--- src/rtl/mem_arb_pkg.sv ---
// Shared types and width helpers for the two-requester memory port arbiter.
package mem_arb_pkg;

  typedef enum logic {
    OWNER_CPU = 1'b0,
    OWNER_DBG = 1'b1
  } owner_e;

  localparam int unsigned DEF_ADDR_WIDTH = 14;
  localparam int unsigned DEF_DATA_WIDTH = 32;

  function automatic int unsigned be_width(input int unsigned data_width);
    return data_width / 8;
  endfunction

  function automatic int unsigned cnt_width(input int unsigned limit);
    return (limit < 1) ? 1 : $clog2(limit + 1);
  endfunction

endpackage

--- src/rtl/mem_port_arbiter_if.sv ---
// Request/response bundle for one requester of the shared memory port.
interface mem_port_arbiter_if
  import mem_arb_pkg::*;
#(
  parameter int unsigned ADDR_WIDTH = DEF_ADDR_WIDTH,
  parameter int unsigned DATA_WIDTH = DEF_DATA_WIDTH
);
  localparam int unsigned BE_WIDTH = be_width(DATA_WIDTH);

  logic                  req_valid;
  logic                  req_ready;
  logic [ADDR_WIDTH-1:0] req_addr;
  logic [DATA_WIDTH-1:0] req_wdata;
  logic [BE_WIDTH-1:0]   req_be;
  logic                  resp_valid;
  logic [DATA_WIDTH-1:0] resp_rdata;

  modport master (
    output req_valid, req_addr, req_wdata, req_be,
    input  req_ready, resp_valid, resp_rdata
  );

  modport slave (
    input  req_valid, req_addr, req_wdata, req_be,
    output req_ready, resp_valid, resp_rdata
  );
endinterface

--- src/rtl/arb_resp_tracker.sv ---
// Tracks {valid, owner} of every accepted request through the memory latency
// and raises the owner's response strobe when the data comes back.
module arb_resp_tracker
  import mem_arb_pkg::*;
#(
  parameter int unsigned MEM_LATENCY = 1
) (
  input  logic   clk,
  input  logic   rst,
  input  logic   accept,
  input  owner_e owner,
  output logic   cpu_resp_valid,
  output logic   dbg_resp_valid
);
  logic [MEM_LATENCY-1:0] vld;
  owner_e                 own [MEM_LATENCY];

  always_ff @(posedge clk) begin
    if (!rst) begin
      vld <= '0;
      for (int unsigned i = 0; i < MEM_LATENCY; i++) own[i] <= OWNER_CPU;
    end else begin
      vld[0] <= accept;
      own[0] <= owner;
      for (int unsigned i = 1; i < MEM_LATENCY; i++) begin
        vld[i] <= vld[i-1];
        own[i] <= own[i-1];
      end
    end
  end

  // Gated by rst so a single-cycle-latency response is not delivered while reset is held.
  assign cpu_resp_valid = rst && vld[MEM_LATENCY-1] && (own[MEM_LATENCY-1] == OWNER_CPU);
  assign dbg_resp_valid = rst && vld[MEM_LATENCY-1] && (own[MEM_LATENCY-1] == OWNER_DBG);
endmodule

--- src/rtl/mem_port_arbiter.sv ---
// CPU-priority arbiter for one single-port BRAM, with a starvation counter
// that forces the debug/loader port through after STARVE_LIMIT lost conflicts.
module mem_port_arbiter
  import mem_arb_pkg::*;
#(
  parameter int unsigned ADDR_WIDTH   = DEF_ADDR_WIDTH,
  parameter int unsigned DATA_WIDTH   = DEF_DATA_WIDTH,
  parameter int unsigned MEM_LATENCY  = 1,
  parameter int unsigned STARVE_LIMIT = 4
) (
  input  logic                    clk,
  input  logic                    rst,
  mem_port_arbiter_if.slave       cpu,
  mem_port_arbiter_if.slave       dbg,
  output logic                    mem_en,
  output logic [DATA_WIDTH/8-1:0] mem_we,
  output logic [ADDR_WIDTH-1:0]   mem_addr,
  output logic [DATA_WIDTH-1:0]   mem_din,
  input  logic [DATA_WIDTH-1:0]   mem_dout,
  output logic                    dbg_starved
);
  localparam int unsigned   CW    = cnt_width(STARVE_LIMIT);
  localparam logic [CW-1:0] LIMIT = CW'(STARVE_LIMIT);

  logic [CW-1:0] starve_cnt;
  logic          both;
  logic          at_limit;
  logic          grant_cpu;
  logic          grant_dbg;

  always_comb begin
    both        = cpu.req_valid && dbg.req_valid;
    at_limit    = (starve_cnt == LIMIT);
    grant_dbg   = rst && dbg.req_valid && (!cpu.req_valid || at_limit);
    grant_cpu   = rst && cpu.req_valid && !(dbg.req_valid && at_limit);
    dbg_starved = rst && both && at_limit;
  end

  assign cpu.req_ready = grant_cpu;
  assign dbg.req_ready = grant_dbg;

  always_comb begin
    mem_en   = 1'b0;
    mem_we   = '0;
    mem_addr = '0;
    mem_din  = '0;
    if (grant_cpu) begin
      mem_en   = 1'b1;
      mem_we   = cpu.req_be;
      mem_addr = cpu.req_addr;
      mem_din  = cpu.req_wdata;
    end else if (grant_dbg) begin
      mem_en   = 1'b1;
      mem_we   = dbg.req_be;
      mem_addr = dbg.req_addr;
      mem_din  = dbg.req_wdata;
    end
  end

  // Only counts lost conflicts; a lone CPU request while debug is idle leaves it unchanged.
  always_ff @(posedge clk) begin
    if (!rst) begin
      starve_cnt <= '0;
    end else if (grant_dbg) begin
      starve_cnt <= '0;
    end else if (both) begin
      starve_cnt <= starve_cnt + CW'(1);
    end
  end

  arb_resp_tracker #(
    .MEM_LATENCY (MEM_LATENCY)
  ) u_tracker (
    .clk            (clk),
    .rst            (rst),
    .accept         (grant_cpu || grant_dbg),
    .owner          (grant_dbg ? OWNER_DBG : OWNER_CPU),
    .cpu_resp_valid (cpu.resp_valid),
    .dbg_resp_valid (dbg.resp_valid)
  );

  assign cpu.resp_rdata = mem_dout;
  assign dbg.resp_rdata = mem_dout;
endmodule

--- src/flat_wrapper.sv ---
// flat-port wrapper written by rule: the top's interface ports become plain ports
module mem_port_arbiter_flat import mem_arb_pkg::*;
#(
  parameter int unsigned ADDR_WIDTH   = DEF_ADDR_WIDTH,
  parameter int unsigned DATA_WIDTH   = DEF_DATA_WIDTH,
  parameter int unsigned MEM_LATENCY  = 1,
  parameter int unsigned STARVE_LIMIT = 4
)
  (clk, rst, mem_en, mem_we, mem_addr, mem_din, mem_dout, dbg_starved, cpu_req_valid, cpu_req_addr, cpu_req_wdata, cpu_req_be, cpu_req_ready, cpu_resp_valid, cpu_resp_rdata, dbg_req_valid, dbg_req_addr, dbg_req_wdata, dbg_req_be, dbg_req_ready, dbg_resp_valid, dbg_resp_rdata);
  mem_port_arbiter_if #(.ADDR_WIDTH(ADDR_WIDTH), .DATA_WIDTH(DATA_WIDTH)) cpu_i ();
  mem_port_arbiter_if #(.ADDR_WIDTH(ADDR_WIDTH), .DATA_WIDTH(DATA_WIDTH)) dbg_i ();
  input  logic clk;
  input  logic rst;
  output logic mem_en;
  output logic [DATA_WIDTH/8-1:0] mem_we;
  output logic [ADDR_WIDTH-1:0] mem_addr;
  output logic [DATA_WIDTH-1:0] mem_din;
  input  logic [DATA_WIDTH-1:0] mem_dout;
  output logic dbg_starved;
  input wire logic [$bits(cpu_i.req_valid)-1:0] cpu_req_valid;
  input wire logic [$bits(cpu_i.req_addr)-1:0] cpu_req_addr;
  input wire logic [$bits(cpu_i.req_wdata)-1:0] cpu_req_wdata;
  input wire logic [$bits(cpu_i.req_be)-1:0] cpu_req_be;
  output wire logic [$bits(cpu_i.req_ready)-1:0] cpu_req_ready;
  output wire logic [$bits(cpu_i.resp_valid)-1:0] cpu_resp_valid;
  output wire logic [$bits(cpu_i.resp_rdata)-1:0] cpu_resp_rdata;
  input wire logic [$bits(dbg_i.req_valid)-1:0] dbg_req_valid;
  input wire logic [$bits(dbg_i.req_addr)-1:0] dbg_req_addr;
  input wire logic [$bits(dbg_i.req_wdata)-1:0] dbg_req_wdata;
  input wire logic [$bits(dbg_i.req_be)-1:0] dbg_req_be;
  output wire logic [$bits(dbg_i.req_ready)-1:0] dbg_req_ready;
  output wire logic [$bits(dbg_i.resp_valid)-1:0] dbg_resp_valid;
  output wire logic [$bits(dbg_i.resp_rdata)-1:0] dbg_resp_rdata;
  assign cpu_i.req_valid = cpu_req_valid;
  assign cpu_i.req_addr = cpu_req_addr;
  assign cpu_i.req_wdata = cpu_req_wdata;
  assign cpu_i.req_be = cpu_req_be;
  assign cpu_req_ready = cpu_i.req_ready;
  assign cpu_resp_valid = cpu_i.resp_valid;
  assign cpu_resp_rdata = cpu_i.resp_rdata;
  assign dbg_i.req_valid = dbg_req_valid;
  assign dbg_i.req_addr = dbg_req_addr;
  assign dbg_i.req_wdata = dbg_req_wdata;
  assign dbg_i.req_be = dbg_req_be;
  assign dbg_req_ready = dbg_i.req_ready;
  assign dbg_resp_valid = dbg_i.resp_valid;
  assign dbg_resp_rdata = dbg_i.resp_rdata;
  mem_port_arbiter #(.ADDR_WIDTH(ADDR_WIDTH), .DATA_WIDTH(DATA_WIDTH), .MEM_LATENCY(MEM_LATENCY), .STARVE_LIMIT(STARVE_LIMIT)) u_core (.clk(clk), .rst(rst), .cpu(cpu_i), .dbg(dbg_i), .mem_en(mem_en), .mem_we(mem_we), .mem_addr(mem_addr), .mem_din(mem_din), .mem_dout(mem_dout), .dbg_starved(dbg_starved));
endmodule
--- config.mk ---
export PLATFORM = sky130hd
export DESIGN_NAME = mem_port_arbiter_flat
export DESIGN_NICKNAME = d
export VERILOG_FILES = /design/src/rtl/mem_arb_pkg.sv /design/src/rtl/mem_port_arbiter_if.sv /design/src/rtl/arb_resp_tracker.sv /design/src/rtl/mem_port_arbiter.sv /design/src/flat_wrapper.sv
export SDC_FILE = /design/constraint.sdc
export NUM_CORES = 1
export LEC_CHECK = 0
export CORE_AREA = 2 2 99 101
export CTS_BUF_LIST = sky130_fd_sc_hd__clkbuf_2
export DETAILED_ROUTE_END_ITERATION = 8
export DIE_AREA = 0 0 101 103
export PLACE_DENSITY = 0.7
export SYNTH_ARGS = -nofsm -noshare
export SYNTH_HDL_FRONTEND = slang
export SYNTH_SLANG_ARGS = --single-unit
--- constraint.sdc ---
create_clock -name clk -period 2.3 [get_ports clk]
set_input_delay 0.46 -clock clk [delete_from_list [all_inputs] [get_ports clk]]
set_output_delay 0.46 -clock clk [all_outputs]
set_load 0.1 [all_outputs]
==> metrics.md, run 1 <==
| Metric | Value |
|---|---|
| Outcome | `complete, no violations` |
| H-Tree Depth | `1` |
| Final hold violations | `0` |
| CP Buf/Inv Count | `3` |
| Crit-path most repeated cell | `buf_12` |
| Pwr dens | `approximately 360 nW/um2` |
| Combinational share of power | `0.855` |
| Mapped Cells | `158` |
| Global placer's final weighted congestion | `between 0.8 and 0.9` |
| Critical Path Source | `u_core.starve_cnt[0]` |
| Sequential element share of the synthesized area | `0.0740` |
| CP peak stage delay | `roughly 0.32 ns` |
| Port bufs | `about 160` |
| Worst r2r src | `u_core.starve_cnt[0]` |
| Final Instance Count excl. Fillers | `372` |
| Via density | `4.15` |
| Startpoint Class | `flip-flop` |
| CTS tree | `built` |
| Final setup fails | `0` |
| Yosys reg bits | `5` |
| Worst-Margin Slew | `around 0.25 ns` |
| Syn Area/Cell | `around 8.6 um2` |
| Hold_buf cts | `0` |
| Fin crit share | `0.968` |
| RSZ-0062 raised after global routing | `no` |
| Post-synthesis simple-gate area fraction | `0.0500` |
| Max Slew Vio Count | `0` |
| Synth Area in Compound Gates | `0.368` |
| Crit Path Class | `reg -> out` |
| Critical path's top delay family | `compound AO/OA/AOI/OAI gates` |
| Unique masters post-synth | `24` |
| # diodes | `0` |
| GRT Overall Usage | `0.109` |
| Pin count of the biggest net entering global routing | `29` |
| Met1 Wirelength | `2170 um` |
| Clock Tree Buf Depth | `2` |
| Max Clk Rate | `about 450 MHz` |
| Worst path depth | `7` |
| RR Endpoint | `u_core.starve_cnt[0]` |
| Placed insts | `363` |
| Avg WL per Cell | `between 15 and 20 um` |
| Drt drc | `0` |
| Root Driver | `clkbuf_2` |
| Arrival @ worst endpoint | `1.77 ns` |
| Core Region | `about 9500 um2` |
| Worst-Skew Late Latency | `approximately 0.21 ns` |
| I/O pins | `approximately 260` |
| Initial antenna violation count | `0` |
| Total power | `between 1 and 1.5 mW` |
| Place WS | `-0.114 ns` |
| Vias in the first global route | `roughly 1,600` |
| Final Critical Period | `approximately 2.2 ns` |
| R2R cell count | `7` |
| Setup slack after layout | `around 0.074 ns` |
| Post-Syn Area | `roughly 1400 um2` |
| Synth Area in XOR/XNOR | `0.00648` |
| Worst-path cell chain | `inv_1 > ha_2 > nand2_2 > o211a_4 > buf_12 > a22o_2 > buf_12` |
| Initial Util | `0.143` |
| Layout area overhead | `144%` |
| CTS clock-pin slew for the worst setup and hold paths | `approximately 0.050 ns` |
| Synth Area in Adders | `0.0185` |
| Internal | `slightly below 0.6 mW` |
| Nets | `397` |
| VDD IR max | `between 0.0002 and 0.00025 V` |
| Sequential power share | `0.078` |
| Die Y | `103 um` |
| Mux contribution to synthesized area | `0.00740` |
| Static Leak | `roughly 1.3 nW` |
| Finished Core Util | `0.349` |
| R2R Setup Slk | `between 0.8 and 0.9 ns` |
| DR WL met3 | `770 um` |
| CP Max Fanout | `28` |
| Fraction of layout cells with a size suffix above 1 | `0.519` |
| Slew Limit Headroom | `0.833` |
| Drt pass-1 iters | `4` |
| WL final | `about 6400 um` |
| Clk network pwr share | `0.067` |
| Via count | `between 1,500 and 2,000` |
| Largest family of logic cells by synthesized area | `buffers and inverters` |
| Max stage delay cell, worst path | `dfxtp_2` |
| Die Wd | `101 um` |
| Yosys warns | `0` |
| Crit end category | `primary output` |
| Drt initial violations | `24` |
| Syn_nets | `approximately 300` |
| Worst Setup EP | `mem_din[7]` |
| First-pass GRT wire length | `slightly below 9000 um` |
| Max Cap Viol | `0` |
| TritonCTS Buffers | `3` |
| Clk_skew | `roughly 0.00065 ns` |
| Grt total ovfl | `0` |
| CTS Sinks | `5` |
| Setup TNS | `0 ns` |
| Wire length on met2 | `3430 um` |
| Final HPWL DP | `around 5400 um` |
| Die area | `around 10,000 um2` |
| Post-route ant nets | `0` |
| P_sw | `approximately 0.60 mW` |
| Highest metal layer with signal wires | `met4` |
| Sw Ratio | `0.506` |
| FP Rows | `36` |
| Critical path required time | `1.84 ns` |
| Hold crit path type | `reg -> reg` |
[logic make-up (layout without fill, tap and decap cells)]
family,count (synthesis),in the layout
buffers and inverters,80,180
AOI/OAI and AO/OA,57,57
and+or+nand+nor,12,12
DFF,5,5
adders and majority gates,2,2
xor gates and xnor gates,1,1
muxes,1,1
[cell type report]
type / count / area [um2]
timing repair buffer: 173 / 2330
tap: 114 / 143
clock buffer: 4 / 20.0
sequential: 5 / 103
fill: 931 / 6160
multi-input combinational: 73 / 696
inverter: 3 / 11.3
[registers in the layout (all words and copies together) (netlist names)]
signal,flops
u_core.u_tracker.own,1
u_core.starve_cnt,3
u_core.u_tracker.vld,1
[power by group through the flow]
stage                     Clock, mW  Combinational (mW)  Sequential (mW)
after floorplan                   0                1.07           0.0940
after global placement            0                1.01           0.0941
after detailed placement          0                1.01           0.0948
after CTS                    0.0847                1.02           0.0932
after global routing         0.0914                1.05           0.0935
final                        0.0792                1.02           0.0933
[metal layers]
layer,GRT usage,up-vias
met5,0,-
met4,0.0156,0
met2,0.210,135
li1,-,712
met3,0.0359,4
met1,0.120,691
[repair_timing]
action	CTS	global route
endpoints found under the setup margin	51	50
pin swaps	1	3
cloned	1	0
gates resized for setup	6	3
buffers inserted	3	1
[worst register-to-register path: cells and delay by family, from the launching register on]
family	cells	cell delay [ns]
adders and majority gates	1	0.18
and+or+nand+nor	2	0.30
DFF	1	0.33
buffers and inverters	3	0.50
AOI/OAI and AO/OA	1	0.08
[Yosys cell counts (all sizes together)]
cell type	number	share of area
inv	3	0.0083
nand4b	1	0.0065
o21ai	1	0.0037
nor2	2	0.0056
nand3	1	0.0037
dfxtp	5	0.074
buf	75	0.45
and3	1	0.0046
o211a	1	0.0074
a21boi	1	0.0056
mux2i	1	0.0074
nand2	4	0.013
a22o	50	0.32
o21a	2	0.011
xnor2	1	0.0065
clkbuf	2	0.020
ha	2	0.018
nor3b	3	0.017
a21oi	2	0.016
[how the worst min path moves through the flow]
stage	slack, ns	cells past startpoint	endpoint	start
detailed placement	0.51	2	u_core.starve_cnt[2]	u_core.starve_cnt[2]
global placement	0.48	2	u_core.starve_cnt[2]	u_core.starve_cnt[2]
CTS	0.53	2	u_core.starve_cnt[2]	u_core.starve_cnt[2]
finish	0.54	2	u_core.starve_cnt[2]	u_core.starve_cnt[2]
global route	0.57	2	u_core.starve_cnt[2]	u_core.starve_cnt[2]
floorplan	0.47	2	u_core.starve_cnt[2]	u_core.starve_cnt[2]
[stage by stage]
stage | area, um2 | hold WS [ns]
5_1_grt | 3300 | 0.570
3_5_place_dp | 3200 | 0.508
6_report | 3300 | 0.544
2_1_floorplan | 1420 | 0.465
3_3_place_gp | 3200 | 0.482
4_1_cts | 3280 | 0.526
[cell usage in the layout (no fill, tap or decap), types with 2 or more instances in the layout]
master and instances:
dfxtp_2 2, clkdlybuf4s50_1 100, clkbuf_2 4, dlygate4sd2_1 3, nor2_2 2, a22o_2 49
inv_1 2, nand2_2 2, buf_4 9, buf_12 60, o21a_1 2, dfxtp_1 3
nand2_1 2, nor3b_1 3
Note: power is estimated with default switching activity, not from simulation.
==> run 2, diff against run 1 <==
--- a/config.mk
+++ b/config.mk
@@ -9,6 +9,7 @@
 export CTS_BUF_LIST = sky130_fd_sc_hd__clkbuf_2
 export DETAILED_ROUTE_END_ITERATION = 8
 export DIE_AREA = 0 0 101 103
+export GPL_ROUTABILITY_DRIVEN = 0
 export PLACE_DENSITY = 0.7
 export SYNTH_ARGS = -nofsm -noshare
 export SYNTH_HDL_FRONTEND = slang
==> results of run 2 <==
No change in the layout: final DEF, timing and power equal those of run 1.
==> run 3, diff against run 2 <==
--- a/config.mk
+++ b/config.mk
@@ -9,8 +9,9 @@
 export CTS_BUF_LIST = sky130_fd_sc_hd__clkbuf_2
 export DETAILED_ROUTE_END_ITERATION = 8
 export DIE_AREA = 0 0 101 103
+export DONT_BUFFER_PORTS = 1
 export GPL_ROUTABILITY_DRIVEN = 0
-export PLACE_DENSITY = 0.7
+export PLACE_DENSITY = 0.35
 export SYNTH_ARGS = -nofsm -noshare
 export SYNTH_HDL_FRONTEND = slang
 export SYNTH_SLANG_ARGS = --single-unit
==> constraint.sdc (replaced) <==
create_clock -name clk -period 2.4 [get_ports clk]
set_input_delay 0.48 -clock clk [delete_from_list [all_inputs] [get_ports clk]]
set_output_delay 0.48 -clock clk [all_outputs]
set_load 0.1 [all_outputs]
==> run 3 against run 2 <==
Net effect:
- setup slack better by 0.068 ns
- first-iteration DRC count rose by 79%
- routed wire length is 36% lower
- sequential share of layout area grew 1.8 points
- clock skew increased by 0.0072 ns
- global-route usage decreased by 4.7 points
- worst hold slack worse by 0.17 ns
- design area fell by 38%
- total power fell by 23%
- combinational power fell by 26%
- largest power group unchanged
- highest routed layer unchanged
==> metrics.md, run 3 (synthesis gave the netlist of run 1 again) <==
| Metric | Value |
|---|---|
| Outcome | `complete, no violations` |
| Via density | `about 4.3` |
| RR Endpoint | `u_core.starve_cnt[0]` |
| Sequential power share | `0.097` |
| Core Region | `about 9500 um2` |
| DR WL met3 | `about 480 um` |
| VDD IR max | `about 0.00023 V` |
| Commonest non-fill, non-tap cell in the layout | `buf_12` |
| Total power | `a little over 0.9 mW` |
| Drt pass-1 iters | `4` |
| Layout area overhead | `50.2%` |
| Final hold violations | `0` |
| Worst Setup EP | `mem_din[3]` |
| Combinational share of power | `0.821` |
| Static Leak | `slightly above 0.8 nW` |
| Clk_skew | `slightly below 0.008 ns` |
| WL final | `4130 um` |
| First-pass GRT wire length | `5090 um` |
| CTS clock-pin slew for the worst setup and hold paths | `about 0.06 ns` |
| Pwr dens | `approximately 450 nW/um2` |
| Via count | `around 1,100` |
| Critical path required time | `between 1.5 and 2 ns` |
| Worst r2r src | `u_core.starve_cnt[0]` |
| Worst-Margin Slew | `between 0.2 and 0.3 ns` |
| P_sw | `roughly 0.53 mW` |
| Sw Ratio | `0.579` |
| Top flop regs | `u_core.starve_cnt: 3 flops, u_core.u_tracker.own: 1 flops, u_core.u_tracker.vld: 1 flops` |
| Area of the multi-input gates | `~640 um2` |
| Die Y | `approximately 100 um` |
| FF+latch area | `about 100 um2` |
| FP Rows | `36` |
| Die Wd | `101 um` |
| R2R Setup Slk | `~0.7 ns` |
| Final HPWL DP | `3210 um` |
| Drt initial violations | `43` |
| Drt drc | `0` |
| Slew Limit Headroom | `0.802` |
| Largest register FFs | `3` |
| Clk network pwr share | `0.082` |
| Worst-Skew Late Latency | `0.21 ns` |
| Startpoint Class | `flip-flop` |
| R2R cell count | `7` |
| Initial antenna violation count | `0` |
| Hold crit path type | `in -> reg` |
| CTS tree | `built` |
| Pin count of the biggest net entering global routing | `between 50 and 60` |
| Setup TNS | `0 ns` |
| Root Driver | `clkbuf_2` |
| Avg WL per Cell | `16.0 um` |
| GRT Overall Usage | `0.0623` |
| Clock Tree Buf Depth | `2` |
| TritonCTS Buffers | `3` |
| Nets | `284` |
| Post-route ant nets | `0` |
| H-Tree Depth | `1` |
| CP Max Fanout | `26` |
| Initial Util | `0.143` |
| Max Cap Viol | `0` |
| Final Critical Period | `approximately 2.3 ns` |
| Internal | `0.385 mW` |
| Highest metal layer with signal wires | `met4` |
| Max Clk Rate | `~440 MHz` |
| # diodes | `0` |
| I/O pins | `around 260` |
| Arrival @ worst endpoint | `about 1.8 ns` |
| Max Slew Vio Count | `0` |
| Met1 Wirelength | `~1400 um` |
| Fin crit share | `0.940` |
| Crit Path Class | `reg -> out` |
| RSZ-0062 raised after global routing | `no` |
| Top reg by flops | `u_core.starve_cnt` |
| Critical Path Source | `u_core.starve_cnt[0]` |
| Wire length on met2 | `2100 um` |
| Fill cell count | `between 900 and 1,000` |
| Vias in the first global route | `about 1,000` |
| Port bufs | `0` |
| Grt total ovfl | `0` |
| CTS Sinks | `5` |
| Fraction of layout cells with a size suffix above 1 | `0.559` |
| Most frequent cells in the layout | `buf_12 (52), a22o_1 (40), a22o_2 (10), buf_4 (6), dfxtp_1 (5)` |
| Die area | `approximately 10,000 um2` |
| Crit end category | `primary output` |
| Final setup fails | `0` |
run 3: worst min path at each step:
stage                     depth (start not counted)                 start                      end  slack (ns)
after CTS                                         1         cpu_req_valid  u_core.u_tracker.own[0]        0.36
after global placement                            2  u_core.starve_cnt[2]     u_core.starve_cnt[2]        0.50
after detailed placement                          2  u_core.starve_cnt[2]     u_core.starve_cnt[2]        0.49
final                                             1         cpu_req_valid  u_core.u_tracker.own[0]        0.37
after floorplan                                   2  u_core.starve_cnt[2]     u_core.starve_cnt[2]        0.47
after global routing                              1         cpu_req_valid  u_core.u_tracker.own[0]        0.33
run 3: power groups by stage:
| stage | Combinational (mW) | Clock [mW] | Sequential, mW |
|---|---|---|---|
| floorplan | 1.01 | 0 | 0.0900 |
| global placement | 0.747 | 0 | 0.0903 |
| detailed placement | 0.747 | 0 | 0.0905 |
| CTS | 0.749 | 0.0795 | 0.0887 |
| global route | 0.769 | 0.0911 | 0.0891 |
| finish | 0.751 | 0.0751 | 0.0888 |
run 3: final cells by class:
type	count	share of cell area
repair buffers	60	0.552
well taps	114	0.0702
multi-input cells	73	0.313
clock buffers	4	0.00985
inverters	3	0.00554
flip-flops and latches	5	0.0493
run 3: what timing repair did:
| item | CTS | global route |
|---|---|---|
| hold buffers | 0 | 0 |
| setup endpoints to repair | 0 | 51 |
| gates resized for setup | 0 | 2 |
| setup buffers | 0 | 0 |
run 3: stage by stage:
step	instances	instance area [um2]	hold WS [ns]	setup slack, ns	utilization
floorplan	158	1370	0.465	0.00895	-
global placement	254	1980	0.502	0.294	0.209
detailed placement	254	1980	0.495	0.273	0.209
CTS	258	2000	0.362	0.0269	0.212
global route	259	2030	0.327	0.00241	0.215
finish	259	2030	0.374	0.143	0.215
run 3: per-layer routing:
| metal | GRT usage | up-vias |
|---|---|---|
| li1 | - | 487 |
| met1 | 0.0642 | 518 |
| met2 | 0.111 | 103 |
| met3 | 0.0251 | 15 |
| met4 | 0.0291 | 0 |
| met5 | 0 | - |
run 3: critical path, stage by stage, from the launching register on:
cell and delay (ns):
dfxtp_1 0.31, inv_1 0.08, ha_1 0.19, nand2_2 0.11, a21oi_4 0.21, buf_12 0.20, a22o_1 0.24, buf_12 0.19
